==> config.mk <==
export PLATFORM = sky130hd
export DESIGN_NAME = cronometro_control_flat
export DESIGN_NICKNAME = d
export VERILOG_FILES = /design/src/rtl/cronometro_pkg.sv /design/src/rtl/cronometro_control_if.sv /design/src/rtl/cronometro_control_btn_sync_edge.sv /design/src/rtl/cronometro_control.sv /design/src/flat_wrapper.sv
export SDC_FILE = /design/constraint.sdc
export NUM_CORES = 1
export LEC_CHECK = 0
export CAP_MARGIN = 20
export CORE_ASPECT_RATIO = 2
export CORE_MARGIN = 4
export CORE_UTILIZATION = 51
export DETAILED_ROUTE_END_ITERATION = 6
export HOLD_SLACK_MARGIN = 0.12
export PLACE_DENSITY_LB_ADDON = 0.1
export SYNTH_ARGS = -nofsm -noshare
export SYNTH_HDL_FRONTEND = slang
export SYNTH_HIERARCHICAL = 1
export SYNTH_SLANG_ARGS = --single-unit
==> constraint.sdc <==
create_clock -name clk -period 2.32 [get_ports clk]
set_input_delay 0.348 -clock clk [delete_from_list [all_inputs] [get_ports clk]]
set_output_delay 0.348 -clock clk [all_outputs]
set_load 0.005 [all_outputs]
==> src/rtl/cronometro_pkg.sv <==
// cronometro_pkg: shared state encoding and digit limits for the stopwatch run control.
package cronometro_pkg;

    typedef enum logic [2:0] {
        ST_IDLE  = 3'd0,
        ST_RUN   = 3'd1,
        ST_PAUSE = 3'd2,
        ST_LAP   = 3'd3,
        ST_DONE  = 3'd4
    } state_t;

    localparam logic [2:0] MAX_DEC = 3'd5;
    localparam logic [3:0] MAX_DIG = 4'd9;

    function automatic logic is_max(logic [2:0] dec, logic [3:0] uni, logic [3:0] dcm, logic [3:0] cen);
        return dec == MAX_DEC && uni == MAX_DIG && dcm == MAX_DIG && cen == MAX_DIG;
    endfunction

endpackage

==> src/rtl/cronometro_control_if.sv <==
// cronometro_control_if: buttons, digit chain values and control outputs of the stopwatch run control.
interface cronometro_control_if;
    logic       btn_start_stop;
    logic       btn_reset;
    logic       btn_lap;
    logic [2:0] decenas;
    logic [3:0] unidades;
    logic [3:0] decimas;
    logic [3:0] centesimas;
    logic       stay;
    logic       clr;
    logic       hold;
    logic       running;
    logic [2:0] state;

    modport master (
        output btn_start_stop, btn_reset, btn_lap, decenas, unidades, decimas, centesimas,
        input  stay, clr, hold, running, state
    );

    modport slave (
        input  btn_start_stop, btn_reset, btn_lap, decenas, unidades, decimas, centesimas,
        output stay, clr, hold, running, state
    );
endinterface

==> src/rtl/cronometro_control_btn_sync_edge.sv <==
// btn_sync_edge: two-flop synchronizer for an asynchronous button level plus a one-cycle rising-edge pulse.
module btn_sync_edge (
    input  logic clk,
    input  logic rst,
    input  logic btn,
    output logic ev
);
    logic [2:0] sh;

    always_ff @(posedge clk or negedge rst)
        if (!rst) sh <= '0;
        else      sh <= {sh[1:0], btn};

    // sh[2] is the edge register, so the pulse comes only from already-synchronized bits
    assign ev = sh[1] & ~sh[2];
endmodule

==> src/rtl/cronometro_control.sv <==
// cronometro_control: run/pause/lap FSM, centisecond prescaler and 59.99 s detect for the stopwatch digit chain.
module cronometro_control
    import cronometro_pkg::*;
#(
    parameter int CLK_HZ  = 50_000_000,
    parameter int TICK_HZ = 100,
    parameter bit WRAP    = 1'b1
) (
    input logic clk,
    input logic rst,
    cronometro_control_if.slave bus
);
    localparam int DIV = CLK_HZ / TICK_HZ;
    localparam int PW  = $clog2(DIV);
    localparam logic [PW-1:0] TOP = PW'(DIV - 1);

    state_t st;
    logic [PW-1:0] pre;
    logic stay_r, clr_r, hold_r, running_r;
    logic ev_ss, ev_rst, ev_lap;
    logic act, tick, done;

    btn_sync_edge u_ss  (.clk(clk), .rst(rst), .btn(bus.btn_start_stop), .ev(ev_ss));
    btn_sync_edge u_rst (.clk(clk), .rst(rst), .btn(bus.btn_reset),      .ev(ev_rst));
    btn_sync_edge u_lap (.clk(clk), .rst(rst), .btn(bus.btn_lap),        .ev(ev_lap));

    assign act  = st == ST_RUN || st == ST_LAP;
    assign tick = act && pre == TOP;
    // without wrap, the tick that would roll 59.99 over is swallowed and the watch parks in DONE
    assign done = tick && !WRAP && is_max(bus.decenas, bus.unidades, bus.decimas, bus.centesimas);

    always_ff @(posedge clk or negedge rst) begin
        if (!rst) begin
            st        <= ST_IDLE;
            pre       <= '0;
            stay_r    <= 1'b0;
            clr_r     <= 1'b0;
            hold_r    <= 1'b0;
            running_r <= 1'b0;
        end else if (ev_rst) begin
            st        <= ST_IDLE;
            pre       <= '0;
            stay_r    <= 1'b0;
            clr_r     <= 1'b1;
            hold_r    <= 1'b0;
            running_r <= 1'b0;
        end else begin
            clr_r  <= 1'b0;
            stay_r <= tick && !done;
            if (act) pre <= tick ? '0 : pre + 1'b1;
            case (st)
                ST_IDLE:
                    if (ev_ss) begin
                        st        <= ST_RUN;
                        pre       <= '0;
                        running_r <= 1'b1;
                    end
                ST_RUN, ST_LAP:
                    if (done) begin
                        st        <= ST_DONE;
                        running_r <= 1'b0;
                    end else if (ev_ss) begin
                        st        <= ST_PAUSE;
                        running_r <= 1'b0;
                    end else if (ev_lap) begin
                        st     <= st == ST_RUN ? ST_LAP : ST_RUN;
                        hold_r <= st == ST_RUN;
                    end
                ST_PAUSE:
                    if (ev_ss) begin
                        st        <= hold_r ? ST_LAP : ST_RUN;
                        running_r <= 1'b1;
                    end
                ST_DONE: ;
                default: begin
                    st        <= ST_IDLE;
                    running_r <= 1'b0;
                end
            endcase
        end
    end

    assign bus.stay    = stay_r;
    assign bus.clr     = clr_r;
    assign bus.hold    = hold_r;
    assign bus.running = running_r;
    assign bus.state   = st;
endmodule
==> src/flat_wrapper.sv <==
// flat-port wrapper written by rule: the top's interface ports become plain ports
module cronometro_control_flat import cronometro_pkg::*;
#(
    parameter int CLK_HZ  = 50_000_000,
    parameter int TICK_HZ = 100,
    parameter bit WRAP    = 1'b1
)
  (clk, rst, bus_btn_start_stop, bus_btn_reset, bus_btn_lap, bus_decenas, bus_unidades, bus_decimas, bus_centesimas, bus_stay, bus_clr, bus_hold, bus_running, bus_state);
  cronometro_control_if bus_i ();
  input logic clk;
  input logic rst;
  input wire logic [$bits(bus_i.btn_start_stop)-1:0] bus_btn_start_stop;
  input wire logic [$bits(bus_i.btn_reset)-1:0] bus_btn_reset;
  input wire logic [$bits(bus_i.btn_lap)-1:0] bus_btn_lap;
  input wire logic [$bits(bus_i.decenas)-1:0] bus_decenas;
  input wire logic [$bits(bus_i.unidades)-1:0] bus_unidades;
  input wire logic [$bits(bus_i.decimas)-1:0] bus_decimas;
  input wire logic [$bits(bus_i.centesimas)-1:0] bus_centesimas;
  output wire logic [$bits(bus_i.stay)-1:0] bus_stay;
  output wire logic [$bits(bus_i.clr)-1:0] bus_clr;
  output wire logic [$bits(bus_i.hold)-1:0] bus_hold;
  output wire logic [$bits(bus_i.running)-1:0] bus_running;
  output wire logic [$bits(bus_i.state)-1:0] bus_state;
  assign bus_i.btn_start_stop = bus_btn_start_stop;
  assign bus_i.btn_reset = bus_btn_reset;
  assign bus_i.btn_lap = bus_btn_lap;
  assign bus_i.decenas = bus_decenas;
  assign bus_i.unidades = bus_unidades;
  assign bus_i.decimas = bus_decimas;
  assign bus_i.centesimas = bus_centesimas;
  assign bus_stay = bus_i.stay;
  assign bus_clr = bus_i.clr;
  assign bus_hold = bus_i.hold;
  assign bus_running = bus_i.running;
  assign bus_state = bus_i.state;
  cronometro_control #(.CLK_HZ(CLK_HZ), .TICK_HZ(TICK_HZ), .WRAP(WRAP)) u_core (.clk(clk), .rst(rst), .bus(bus_i));
endmodule
==> results by group <==
Power
  • Sw Share: 0.2344
  • Seq pwr share: 0.539
  • Clock power frac: 0.371
  • Total power: 1.188 mW
  • Comb power frac: 0.090
  • Leakage: 0.7347 nW
  • Power per cell area: 679.5 nW/µm²
  • Int Power: 909.3 µW
  • Sw Pwr: 278.5 µW
  • Worst vdd ir: 0.5037 mV

Synthesis
  • Synth async-reset ratio: 1.000
  • Synth Cell Area: 1514 µm²
  • Main combinational cell family by area after synthesis: simple AND/OR/NAND/NOR gates
  • Complex-gate fraction of the synthesized area: 0.04711
  • Ys flop type: dfrtp_1
  • Cell taking the most area after synthesis: dfrtp_1
  • Post-synthesis register bit count: 34
  • Syn nets: 163
  • Synth cell count leaders: dfrtp_1, nor2_1, xnor2_1
  • Mean post-synth cell area: 10.66 µm²
  • Netlist cell types: 30
  • Post-synthesis mux area share: 0.006612
  • Fraction of the mapped netlist area in simple logic gates: 0.2669
  • Synthesized instance count: 142
  • Post-synth EDFFs: 0
  • YS warnings: 6
  • Register area share after synthesis: 0.5620
  • Top cells by area, synth: dfrtp_1, xnor2_1, nor2_1
  • Post-synthesis xor/xnor area fraction: 0.08099
  • Post-synth top area share: 0.5620
  • Synth Area in Adders: 0.008264
  • Count leader, synth: dfrtp_1

Timing
  • Final setup viols: 0
  • Worst Tran Pin Value: 0.5171 ns
  • Relative slew slack: 0.6521
  • Max Clk Rate: 0.5120 GHz
  • Fin. Hold Viols: 0
  • Fin crit period: 1.953 ns
  • Crit share post-route: 0.8419
  • RSZ-0062 raised after global routing: no
  • Hold_ws: 0.3490 ns
  • Clock skew: 0.003903 ns
  • Slew Limit Fails: 0
  • Setup TNS: 0 ns

Clock tree
  • Post-CTS Setup Bufs: 0
  • Post-CTS Resized: 0
  • Root Driver: clkbuf_8
  • CTS Hold Buffers Added: 0
  • Worst-path clk slew: 0.07 ns
  • Clock sink count: 34
  • Clock buffer depth: 2
  • CTS tree: done
  • Clk_lat worst skew: 0.28 ns
  • CTS buffer count: 5
  • H-tree depth: 2

Global routing
  • M1 GR Usage: 0.1890
  • GRT busiest layer: met2
  • Routing usage on met3: 0.03185
  • Initial antenna violation count: 0
  • Largest net degree at the start of global routing: 35
  • First-pass GRT wire length: 4974 µm
  • Tot GR Track Use: 0.1744
  • Remaining global-route overflow: 0
  • Vias in the first global route: 1114
  • Met2 GRT Util: 0.2877

Route
  • DR pass1 iterations: 5
  • Vias per cell: 5.852
  • Post-DRT Antenna Nets: 0
  • Routed len/inst: 15.43 µm
  • Initial DRC count: 32
  • Drt drc: 0
  • Routed WL: 2917 µm
  • DR vias: 1106

Worst setup path
  • Crit path max fanout: 6
  • Startpoint Class: flop
  • Critical Path RT: 2.53 ns
  • WS Path Type: flop to flop
  • Crit end category: flop
  • WP data arrival: 2.16 ns

Final layout
  • Nets: 180
  • P&R area growth vs syn: 15.45%
  • Inserted Diodes: 0
  • Layout cell share with drive strength beyond 1: 0.1250
  • Layout fillers: 249

Die
  • Num rows: 27
  • Die area: 3957 µm²
  • Boundary Pins: 27
  • Die W: 46.53 µm
  • CORE AREA: 2804 µm²
  • Die H: 85.05 µm
  • Initial Util: 0.5399

Min path
  • Worst hold path class: flop to flop

Place
  • Port Buf Inserts: 10
  • HPWL after DPL: 2051 µm
  • RePlAce Congestion: 0.8581

Outcome
  • Status: finished clean

Flow run
  • Max-cap violations: 0
## power groups by stage
stage / Clock, mW / Sequential [mW] / Combinational, mW
floorplan: 0 / 0.649 / 0.0565
global placement: 0 / 0.650 / 0.104
detailed placement: 0 / 0.652 / 0.110
CTS: 0.458 / 0.641 / 0.110
global route: 0.472 / 0.643 / 0.120
finish: 0.440 / 0.640 / 0.107
## worst paths after layout
check / start / to / slack (ns) / depth (start not counted)
hold reg to reg: u_core/u_ss/sh[0]$_DFF_PN0_ / u_core/u_ss/sh[1]$_DFF_PN0_ / 0.35 / 0
max in group asynchronous: rst / u_core/pre[11]$_DFF_PN0_ / 1.54 / 2
setup reg to reg: u_core/pre[0]$_DFF_PN0_ / u_core/pre[18]$_DFF_PN0_ / 0.37 / 5
min in group asynchronous: rst / u_core/u_rst/sh[0]$_DFF_PN0_ / 0.48 / 2
setup / recovery: u_core/pre[0]$_DFF_PN0_ / u_core/pre[18]$_DFF_PN0_ / 0.37 / 5
hold / removal: u_core/u_ss/sh[0]$_DFF_PN0_ / u_core/u_ss/sh[1]$_DFF_PN0_ / 0.35 / 0
## per-layer routing
| metal | wire length, µm | vias to the layer above |
|---|---|---|
| met3 | 100 | 11 |
| met2 | 1629 | 25 |
| met1 | 1088 | 551 |
| met4 | 98 | 0 |
| li1 | - | 519 |
| met5 | 0 | - |
## sequential cells by signal, indices dropped and copies added, names as in the netlist
name / count
u_core/bus.state: 2
u_core/pre: 19
u_core/bus.stay: 1
u_core/bus.clr: 1
u_core/u_rst/sh: 3
u_core/u_ss/sh: 3
u_core/u_lap/sh: 3
u_core/bus.hold: 1
u_core/bus.running: 1
## final cells by class
| cell class | instances | area, µm² | area share |
|---|---|---|---|
| flip-flops and latches | 34 | 850.8 | 0.4868 |
| multi-input cells | 101 | 624.3 | 0.3572 |
| repair buffers | 15 | 137.6 | 0.07874 |
| clock buffers | 7 | 86.33 | 0.04939 |
| well taps | 29 | 36.28 | 0.02076 |
| inverters | 2 | 7.507 | 0.004295 |
| clock inverters | 1 | 5.005 | 0.002863 |
## layout by cell type (no fill, tap or decap), types with 4 or more instances in the layout
master	netlist	layout
clkdlybuf4s50_1	0	10
nand2_1	9	9
dfrtp_1	34	34
nor4_1	6	6
nor2_1	22	22
a21oi_1	7	7
buf_4	3	5
xnor2_1	11	11
nor3_1	8	8
nand3_1	4	4
clkbuf_8	0	6
## logic make-up after synthesis
kind of cell | count (synthesis)
mux | 1
fa+ha+maj | 1
xor+xnor | 14
buf+inv | 7
simple gates | 71
other cells | 1
compound gates | 13
flops | 34
## critical path, cell delays in order, from the launching register on
cell and delay [ns]:
dfrtp_1 0.41, ha_1 0.22, nand4_2 0.20, or4_1 0.58, or3_1 0.32, a21oi_1 0.15
## stage by stage
step	util	cell area (µm²)	setup slack [ns]	instances
final	0.6234	1748	0.3668	189
after global routing	0.6234	1748	0.2445	189
after CTS	0.6234	1748	0.3610	189
after detailed placement	0.5908	1657	0.3857	181
after global placement	0.5908	1657	0.4174	181
after floorplan	-	1514	0.4864	142
Power figures use the tool's default switching activity.
